--- config.mk ---
export PLATFORM = sky130hd
export DESIGN_NAME = topview_ls_reader_flat
export DESIGN_NICKNAME = d
export VERILOG_FILES = /design/src/rtl/topview_ls_reader_if.sv /design/src/rtl/topview_ls_reader.sv /design/src/flat_wrapper.sv
export SDC_FILE = /design/constraint.sdc
export NUM_CORES = 1
export LEC_CHECK = 0
export BUFFER_PORTS_ARGS = -buffer_cell sky130_fd_sc_hd__buf_4
export CAP_MARGIN = 20
export CELL_PAD_IN_SITES_DETAIL_PLACEMENT = 1
export CELL_PAD_IN_SITES_GLOBAL_PLACEMENT = 1
export CORE_MARGIN = 5
export CORE_UTILIZATION = 41
export DETAILED_ROUTE_END_ITERATION = 10
export PLACE_DENSITY_LB_ADDON = 0.1
export SLEW_MARGIN = 20
export SYNTH_ARGS = -nofsm -noshare
export SYNTH_HDL_FRONTEND = slang
export SYNTH_SLANG_ARGS = --single-unit
--- constraint.sdc ---
create_clock -name clk -period 6.6 [get_ports clk]
set_input_delay 0.66 -clock clk [delete_from_list [all_inputs] [get_ports clk]]
set_output_delay 0.66 -clock clk [all_outputs]
set_load 0.05 [all_outputs]
--- src/rtl/topview_ls_reader_if.sv ---
// Segment output bus of the topview line-segment reader.
// Master drives segment beats, slave returns m_ready.
interface topview_ls_reader_if #(
  parameter int V_W = 9,
  parameter int H_W = 10
);
  logic           m_valid;
  logic           m_ready;
  logic [V_W-1:0] m_start_v;
  logic [H_W-1:0] m_start_h;
  logic [V_W-1:0] m_end_v;
  logic [H_W-1:0] m_end_h;
  logic           m_seg_ok;
  logic           m_last;

  modport master (
    output m_valid,
    output m_start_v,
    output m_start_h,
    output m_end_v,
    output m_end_h,
    output m_seg_ok,
    output m_last,
    input  m_ready
  );

  modport slave (
    input  m_valid,
    input  m_start_v,
    input  m_start_h,
    input  m_end_v,
    input  m_end_h,
    input  m_seg_ok,
    input  m_last,
    output m_ready
  );
endinterface

--- src/rtl/topview_ls_reader.sv ---
// Walks the frame's segment table in BRAM and streams one
// unpacked segment per valid/ready beat.
module topview_ls_reader #(
  parameter  int OUT_WIDTH  = 640,
  parameter  int OUT_HEIGHT = 480,
  parameter  int RAM_SIZE   = 4096,
  parameter  int BASE_ADDR  = RAM_SIZE - 4,
  localparam int H_W        = $clog2(OUT_WIDTH),
  localparam int V_W        = $clog2(OUT_HEIGHT),
  localparam int ADDR_W     = $clog2(RAM_SIZE),
  localparam int DATA_WIDTH = 2 * (V_W + H_W) + 1
) (
  input  logic                  clk,
  input  logic                  rst,
  input  logic                  tv_ready,
  input  logic [ADDR_W-1:0]     line_num,
  output logic [ADDR_W-1:0]     raddr,
  input  logic [DATA_WIDTH-1:0] rdata,
  topview_ls_reader_if.master   m,
  output logic                  frame_done,
  output logic                  aborted,
  output logic                  busy
);

  localparam logic [1:0] IDLE   = 2'd0;
  localparam logic [1:0] ADDR   = 2'd1;
  localparam logic [1:0] RDWAIT = 2'd2;
  localparam logic [1:0] SEND   = 2'd3;

  localparam logic [ADDR_W-1:0] BASE = ADDR_W'(BASE_ADDR);
  localparam logic [ADDR_W-1:0] TOP  = ADDR_W'(RAM_SIZE - 1);
  localparam logic [ADDR_W-1:0] ONE  = ADDR_W'(1);

  logic [1:0]        state_q, state_d;
  logic              tv_prev_q, tv_prev_d;
  logic [ADDR_W-1:0] count_q, count_d;
  logic [ADDR_W-1:0] idx_q, idx_d;
  logic [ADDR_W-1:0] raddr_q, raddr_d;
  logic              valid_q, valid_d;
  logic              last_q, last_d;
  logic              done_q, done_d;
  logic              abort_q, abort_d;
  logic [V_W-1:0]    sv_q, sv_d;
  logic [H_W-1:0]    sh_q, sh_d;
  logic [V_W-1:0]    ev_q, ev_d;
  logic [H_W-1:0]    eh_q, eh_d;
  logic              ok_q, ok_d;

  logic              tv_rise;
  logic              last_idx;
  logic [ADDR_W-1:0] raddr_nxt;

  assign tv_rise   = tv_ready && !tv_prev_q;
  assign last_idx  = (idx_q == count_q - ONE);
  assign raddr_nxt = (raddr_q == TOP) ? '0 : raddr_q + ONE;

  always_comb begin
    state_d   = state_q;
    tv_prev_d = tv_ready;
    count_d   = count_q;
    idx_d     = idx_q;
    raddr_d   = raddr_q;
    valid_d   = valid_q;
    last_d    = last_q;
    done_d    = 1'b0;
    abort_d   = 1'b0;
    sv_d      = sv_q;
    sh_d      = sh_q;
    ev_d      = ev_q;
    eh_d      = eh_q;
    ok_d      = ok_q;

    unique case (state_q)
      IDLE: begin
        if (tv_rise) begin
          if (line_num != '0) begin
            state_d = ADDR;
            count_d = line_num;
            idx_d   = '0;
            raddr_d = BASE;
          end else begin
            done_d = 1'b1;
          end
        end
      end
      ADDR: begin
        state_d = RDWAIT;
      end
      RDWAIT: begin
        state_d = SEND;
        valid_d = 1'b1;
        last_d  = last_idx;
        sv_d    = rdata[2*V_W+2*H_W : V_W+2*H_W+1];
        sh_d    = rdata[V_W+2*H_W : V_W+H_W+1];
        ev_d    = rdata[V_W+H_W : H_W+1];
        eh_d    = rdata[H_W:1];
        ok_d    = rdata[0];
      end
      SEND: begin
        if (valid_q && m.m_ready) begin
          valid_d = 1'b0;
          last_d  = 1'b0;
          if (last_idx) begin
            state_d = IDLE;
            done_d  = 1'b1;
          end else begin
            state_d = ADDR;
            idx_d   = idx_q + ONE;
            raddr_d = raddr_nxt;
          end
        end
      end
      default: state_d = IDLE;
    endcase

    // Losing tv_ready mid-frame overrides any pending handshake.
    if (state_q != IDLE && !tv_ready) begin
      state_d = IDLE;
      valid_d = 1'b0;
      last_d  = 1'b0;
      done_d  = 1'b0;
      abort_d = 1'b1;
      idx_d   = idx_q;
      raddr_d = raddr_q;
    end
  end

  always_ff @(posedge clk) begin
    if (rst) begin
      state_q   <= IDLE;
      tv_prev_q <= 1'b0;
      count_q   <= '0;
      idx_q     <= '0;
      raddr_q   <= BASE;
      valid_q   <= 1'b0;
      last_q    <= 1'b0;
      done_q    <= 1'b0;
      abort_q   <= 1'b0;
      sv_q      <= '0;
      sh_q      <= '0;
      ev_q      <= '0;
      eh_q      <= '0;
      ok_q      <= 1'b0;
    end else begin
      state_q   <= state_d;
      tv_prev_q <= tv_prev_d;
      count_q   <= count_d;
      idx_q     <= idx_d;
      raddr_q   <= raddr_d;
      valid_q   <= valid_d;
      last_q    <= last_d;
      done_q    <= done_d;
      abort_q   <= abort_d;
      sv_q      <= sv_d;
      sh_q      <= sh_d;
      ev_q      <= ev_d;
      eh_q      <= eh_d;
      ok_q      <= ok_d;
    end
  end

  assign raddr       = raddr_q;
  assign m.m_valid   = valid_q;
  assign m.m_last    = last_q;
  assign m.m_start_v = sv_q;
  assign m.m_start_h = sh_q;
  assign m.m_end_v   = ev_q;
  assign m.m_end_h   = eh_q;
  assign m.m_seg_ok  = ok_q;
  assign frame_done  = done_q;
  assign aborted     = abort_q;
  assign busy        = (state_q != IDLE);

endmodule

--- src/flat_wrapper.sv ---
// flat-port wrapper written by rule: the top's interface ports become plain ports
module topview_ls_reader_flat 
#(
  parameter  int OUT_WIDTH  = 640,
  parameter  int OUT_HEIGHT = 480,
  parameter  int RAM_SIZE   = 4096,
  parameter  int BASE_ADDR  = RAM_SIZE - 4,
  localparam int H_W        = $clog2(OUT_WIDTH),
  localparam int V_W        = $clog2(OUT_HEIGHT),
  localparam int ADDR_W     = $clog2(RAM_SIZE),
  localparam int DATA_WIDTH = 2 * (V_W + H_W) + 1
)
  (clk, rst, tv_ready, line_num, raddr, rdata, frame_done, aborted, busy, m_m_valid, m_m_start_v, m_m_start_h, m_m_end_v, m_m_end_h, m_m_seg_ok, m_m_last, m_m_ready);
  topview_ls_reader_if #(.V_W(($clog2((480)))), .H_W(($clog2((640))))) m_i ();
  input  logic clk;
  input  logic rst;
  input  logic tv_ready;
  input  logic [ADDR_W-1:0] line_num;
  output logic [ADDR_W-1:0] raddr;
  input  logic [DATA_WIDTH-1:0] rdata;
  output logic frame_done;
  output logic aborted;
  output logic busy;
  output wire logic [$bits(m_i.m_valid)-1:0] m_m_valid;
  output wire logic [$bits(m_i.m_start_v)-1:0] m_m_start_v;
  output wire logic [$bits(m_i.m_start_h)-1:0] m_m_start_h;
  output wire logic [$bits(m_i.m_end_v)-1:0] m_m_end_v;
  output wire logic [$bits(m_i.m_end_h)-1:0] m_m_end_h;
  output wire logic [$bits(m_i.m_seg_ok)-1:0] m_m_seg_ok;
  output wire logic [$bits(m_i.m_last)-1:0] m_m_last;
  input wire logic [$bits(m_i.m_ready)-1:0] m_m_ready;
  assign m_m_valid = m_i.m_valid;
  assign m_m_start_v = m_i.m_start_v;
  assign m_m_start_h = m_i.m_start_h;
  assign m_m_end_v = m_i.m_end_v;
  assign m_m_end_h = m_i.m_end_h;
  assign m_m_seg_ok = m_i.m_seg_ok;
  assign m_m_last = m_i.m_last;
  assign m_i.m_ready = m_m_ready;
  topview_ls_reader #(.OUT_WIDTH(OUT_WIDTH), .OUT_HEIGHT(OUT_HEIGHT), .RAM_SIZE(RAM_SIZE), .BASE_ADDR(BASE_ADDR)) u_core (.clk(clk), .rst(rst), .tv_ready(tv_ready), .line_num(line_num), .raddr(raddr), .rdata(rdata), .m(m_i), .frame_done(frame_done), .aborted(aborted), .busy(busy));
endmodule
Yosys cells after proc, flatten, opt, wreduce, memory -nomap -nowiden
Index checks and enable logic that the tools add are counted.
{ "word_totals": {"ff_bits": 82, "latch_bits": 0, "ram_bits": 0, "romBits": 0, "word_cells": 67, "n_memories": 0} }
{ "op_classes": {"n_addsub": 3, "mul": 0, "div_mod_pow": 0, "n_lt_le_gt_ge": 0, "eq_ne": 9, "shifts": 0, "n_mux": 25, "n_bitwise": 1, "reduce_logical": 15} }
{ "op_table": {"columns": ["operator", "count"], "rows": [
  ["$mux W12", 9],
  ["$pmux W12 S2", 2],
  ["$add A12 B1 Y12 const B", 2],
  ["$eq A12 B12 Y1", 1],
  ["$eq A12 B12 Y1 const B", 1],
  ["$reduce_bool A12 Y1", 1],
  ["$sub A12 B1 Y12 const B", 1],
  ["$pmux W2 S4", 1],
  ["$mux W1", 7],
  ["$mux W2", 3],
  ["$ne A2 B1 Y1 const B", 3],
  ["$pmux W1 S2", 3],
  ["$reduce_and A3 Y1", 2],
  ["$reduce_and A6 Y1", 1],
  ["$reduce_bool A2 Y1", 3],
  ["$eq A2 B2 Y1 const B", 2],
  ["$logic_and A1 B1 Y1", 3],
  ["$eq A2 B1 Y1 const B", 1],
  ["$logic_not A1 Y1", 2],
  ["$logic_not A2 Y1", 1],
  ["$ne A2 B2 Y1 const B", 1],
  ["$reduce_and A2 Y1", 1],
  ["$reduce_or A2 Y1", 1],
  ["$not A1 Y1", 1]
]} }

Logic depth before layout (Yosys ltp)
{ "logic_depth": {"word_depth": 5, "mapped_depth": 11, "mapped_depth_nobuf": 9} }

Worst setup path before layout
Ideal clock, no wire load.
{ "synth_timing": {"kind": "register -> register", "startpoint": "reg u_core.count_q[0]", "endpoint": "reg u_core.state_q[0]", "setup_time_ns": 0.140, "arrival_time_ns": 2.721, "required_time_ns": 6.460, "slack_ns": 3.739, "path_stages_with_launch": 9, "path_cell_list": "dfxtp_1 -> or4_1 -> or3_1 -> a221oi_1 -> nand4_1 -> or4b_1 -> buf_2 -> a2111oi_0 -> a211oi_1"} }
{ "synth_via": {"elab_chain_len": 5} }
{ "synth_rtl": {"columns": ["item", "line_no", "source"], "rows": [
  ["start, declared", "topview_ls_reader.sv:36", "logic [ADDR_W-1:0] count_q, count_d;"],
  ["start signal, assigned", "topview_ls_reader.sv:147", "count_q <= count_d;"],
  ["$sub A12 B1 Y12", "topview_ls_reader.sv:54", "assign last_idx = (idx_q == count_q - ONE);"],
  ["$eq A12 B12 Y1", "topview_ls_reader.sv:54", null],
  ["$mux W1", "topview_ls_reader.sv:103", "if (last_idx) begin"],
  ["$mux W2", "topview_ls_reader.sv:100", "if (valid_q && m.m_ready) begin"],
  ["$pmux W2 S4", "topview_ls_reader.sv:73", "unique case (state_q)"],
  ["end signal, assigned", "topview_ls_reader.sv:145", "state_q <= state_d;"],
  ["end, declared", "topview_ls_reader.sv:34", "logic [1:0] state_q, state_d;"]
]} }
No other way between the ends. The select of a mux whose other input is x is not followed.
A chain may end at the register's enable or synchronous reset.

Final worst setup path
Same ends and word-level chain as after synthesis.

==> reports/metrics.yaml <==
synth_compound_area_share_pct: 11.1
via_count: 3402
synth_top_family_by_area: "simple AND/OR/NAND/NOR gates"
ff2ff_setup_slack_ns: 3.14
ctsHoldBuffers: 0
dp_hpwl_um: 7780
diodes: 0
multi_input_area_sq_mm: 0.00196
grt_max_degree: 68
die-height_um: 105
die_w_um: 105
ys_types: 47
cts_tree: "done"
via_per_inst: 5.43
pre_cts_slack_ns: 2.95
setup-violations-final: 0
holdPathStages: 2
grt_pass1_vias: 3652
critical-path-max-stage-delay_ns: 0.77
syn_area_sq_mm: 0.00372
post_drt_wl_per_cell_um: 17.1
n_fill_cell: 1030
synth_top_flop_cell: "dfxtp_1"
synth_top_cell_by_area: "dfxtp_1"
place.gp.congestion: 0.753
seq_area_sq_mm: 0.00164
clock_skew_ns: 0.00669
synth_seq_area_share_pct: 44.2
postCtsResizedCells: 0
numCtsBuffers: 9
drtIter0Drc: 77
place_area_sq_mm: 0.00461
r2r-start: "u_core.count_q[0]"
switchingPower_w: 0.000662
powerDensity_mw_per_mm2: 343
critPathRequiredTime_ns: 6.81
drive_above_1_share_pct: 25.7
syn_inst: 413
hold_path_end: "u_core.m.m_last"
pin_count: 111
critical_path_arrival_ns: 3.67
tns_ns: 0
drv_cap: 0
wl_um: 10700
avgSynthCellArea_sq_um: 9.00
ir_drop_mv: 0.159
r2r_end: "u_core.state_q[0]"
setup.worst_path.start: "u_core.count_q[0]"
slew_headroom_pct: 27.3
drc: 0
hold_viol_final: 0
crit_type: "register to register"
rsz0062_at_grt: "no"
worstPathCellList: "or4_1 -> or3_1 -> a221oi_1 -> nand4_1 -> or4b_1 -> a2111oi_0 -> a211oi_1"
final_cell_mix: "buf_4, dfxtp_1, nor2_1, mux2i_1, a21oi_1"
synthAdderAreaFrac_pct: 2.02
synth_seq_cells: 82
clk_latency_ns: 0.35
synth_xor_area_share_pct: 3.77
period_share_pct: 52.5
die_area_sq_mm: 0.0111
rows: 34
status: "finished clean"
syn-num-nets: 474
slew_viol_final: 0
synth_area_leaders: "dfxtp_1, mux2i_1, nor2_1, xnor2_1, a21oi_1"
setup_slack_ns: 3.14
crit_path_start_kind: "register"
min_path_type: "register to register"
p_seq_share_pct: 36.2
intPower_w: 0.000994
postCtsSetupRepairBufs: 0
final_area_sq_mm: 0.00484
tightest_slew_ns: 1.09
combPwrFrac_pct: 39.4
final_common_cell: "buf_4"
cts_buffer_depth: 2
antenna_left: 0
ys_warn_count: 0
critical-path-slowest-cell: "or4b_1"
swShare_pct: 40.0
syn_to_final_growth_pct: 30.1
end_kind: "register"
synth_edf_count: 0
start_util_pct: 42.4
cts.sinks: 82
track_usage_pct: 19.1
grt_pass1_wl_um: 17600
p_leak_nw: 1.93
yosys.area.top_type_share_pct: 44.2
synthArstFlopShare_pct: 0
grt_overflow: 0
cts_max_level: 3
r2r_cells: 7
clk_pin_slew_worst_paths_ns: 0.08
max_freq_ghz: 0.289
clkPwrFrac_pct: 24.4
synthSimpleGateAreaFrac_pct: 21.2
cts-root-buf: "clkbuf_8"
core_area_sq_mm: 0.00876
antenna_found_initial: 0
cp_max_fo: 10
fin_crit_ns: 3.46
worstHoldStart: "u_core.m.m_last"
portBuffers: 110
synth.area.mux_share_pct: 14.3
fin_nets: 575
first_pass_iters: 4
[synthesized netlist by cell type (all sizes together), types with 6 or more instances]
master	number
a21oi	17
and3	8
buf	12
clkbuf	9
dfxtp	82
ha	6
inv	12
mux2i	53
nand2	13
nand3	16
nor2	64
nor3	9
nor4	7
o21ai	23
o311ai	6
or3	12
xnor2	11
[power groups by stage]
| stage | Combinational [W] | Clock, W | Sequential (W) |
|---|---|---|---|
| 2_1_floorplan | 0.000337 | 0 | 0.000736 |
| 3_3_place_gp | 0.000626 | 0 | 0.000607 |
| 3_5_place_dp | 0.000648 | 0 | 0.000610 |
| 4_1_cts | 0.000652 | 0.000412 | 0.000600 |
| 5_1_grt | 0.000706 | 0.000436 | 0.000609 |
| 6_report | 0.000653 | 0.000403 | 0.000600 |
[worst max-delay path by stage]
stage	endpoint	slack (ns)	depth (start not counted)
floorplan	u_core.state_q[0]	3.74	8
global placement	u_core.idx_q[10]	3.16	8
detailed placement	u_core.idx_q[10]	2.95	8
CTS	u_core.idx_q[10]	2.97	7
global route	u_core.state_q[0]	2.94	7
finish	u_core.state_q[0]	3.14	7
[kinds of logic after synthesis]
group / Yosys count
compound gates: 66
fa+ha+maj: 6
simple gates: 157
flops: 82
mux: 53
buf+inv: 33
xor+xnor: 16
[critical path: cells and delay by family (launching register included)]
| family | cells | cell delay (ns) |
|---|---|---|
| compound gates | 3 | 0.90 |
| flops | 1 | 0.39 |
| simple gates | 4 | 2.04 |
[registers in the layout (all words and copies together), names as in the netlist, 2 cells and up]
signal and flops:
u_core.state_q 2, u_core.m.m_start_v 9, u_core.m.m_start_h 10, u_core.m.m_end_v 9, u_core.raddr 12, u_core.m.m_end_h 10
u_core.idx_q 12, u_core.count_q 12
[area by class of cell]
| class | count | area share [%] |
|---|---|---|
| clock buffers | 10 | 2.85 |
| inverters | 12 | 0.931 |
| flip-flops and latches | 82 | 33.9 |
| multi-input cells | 298 | 40.6 |
| clock inverters | 5 | 1.63 |
| repair buffers | 111 | 17.2 |
| well taps | 108 | 2.79 |
[metrics by stage]
stage,total power (W),hold WS (ns),utilization [%],std cells
4_1_cts,0.00166,0.494,55.1,626
2_1_floorplan,0.00107,0.468,-,413
3_5_place_dp,0.00126,0.474,52.6,611
3_3_place_gp,0.00123,0.464,52.6,611
6_report,0.00166,0.491,55.2,626
5_1_grt,0.00175,0.498,55.2,626
[per-layer routing]
layer | track usage (%) | vias up | share of wire [%]
met2 | 33.3 | 70 | 51
met4 | 6.30 | 0 | 1.6
met1 | 21.9 | 1646 | 42
li1 | - | 1671 | -
met5 | 0 | - | 0
met3 | 6.66 | 15 | 6.1
Note: power is estimated with default switching activity, not from simulation.
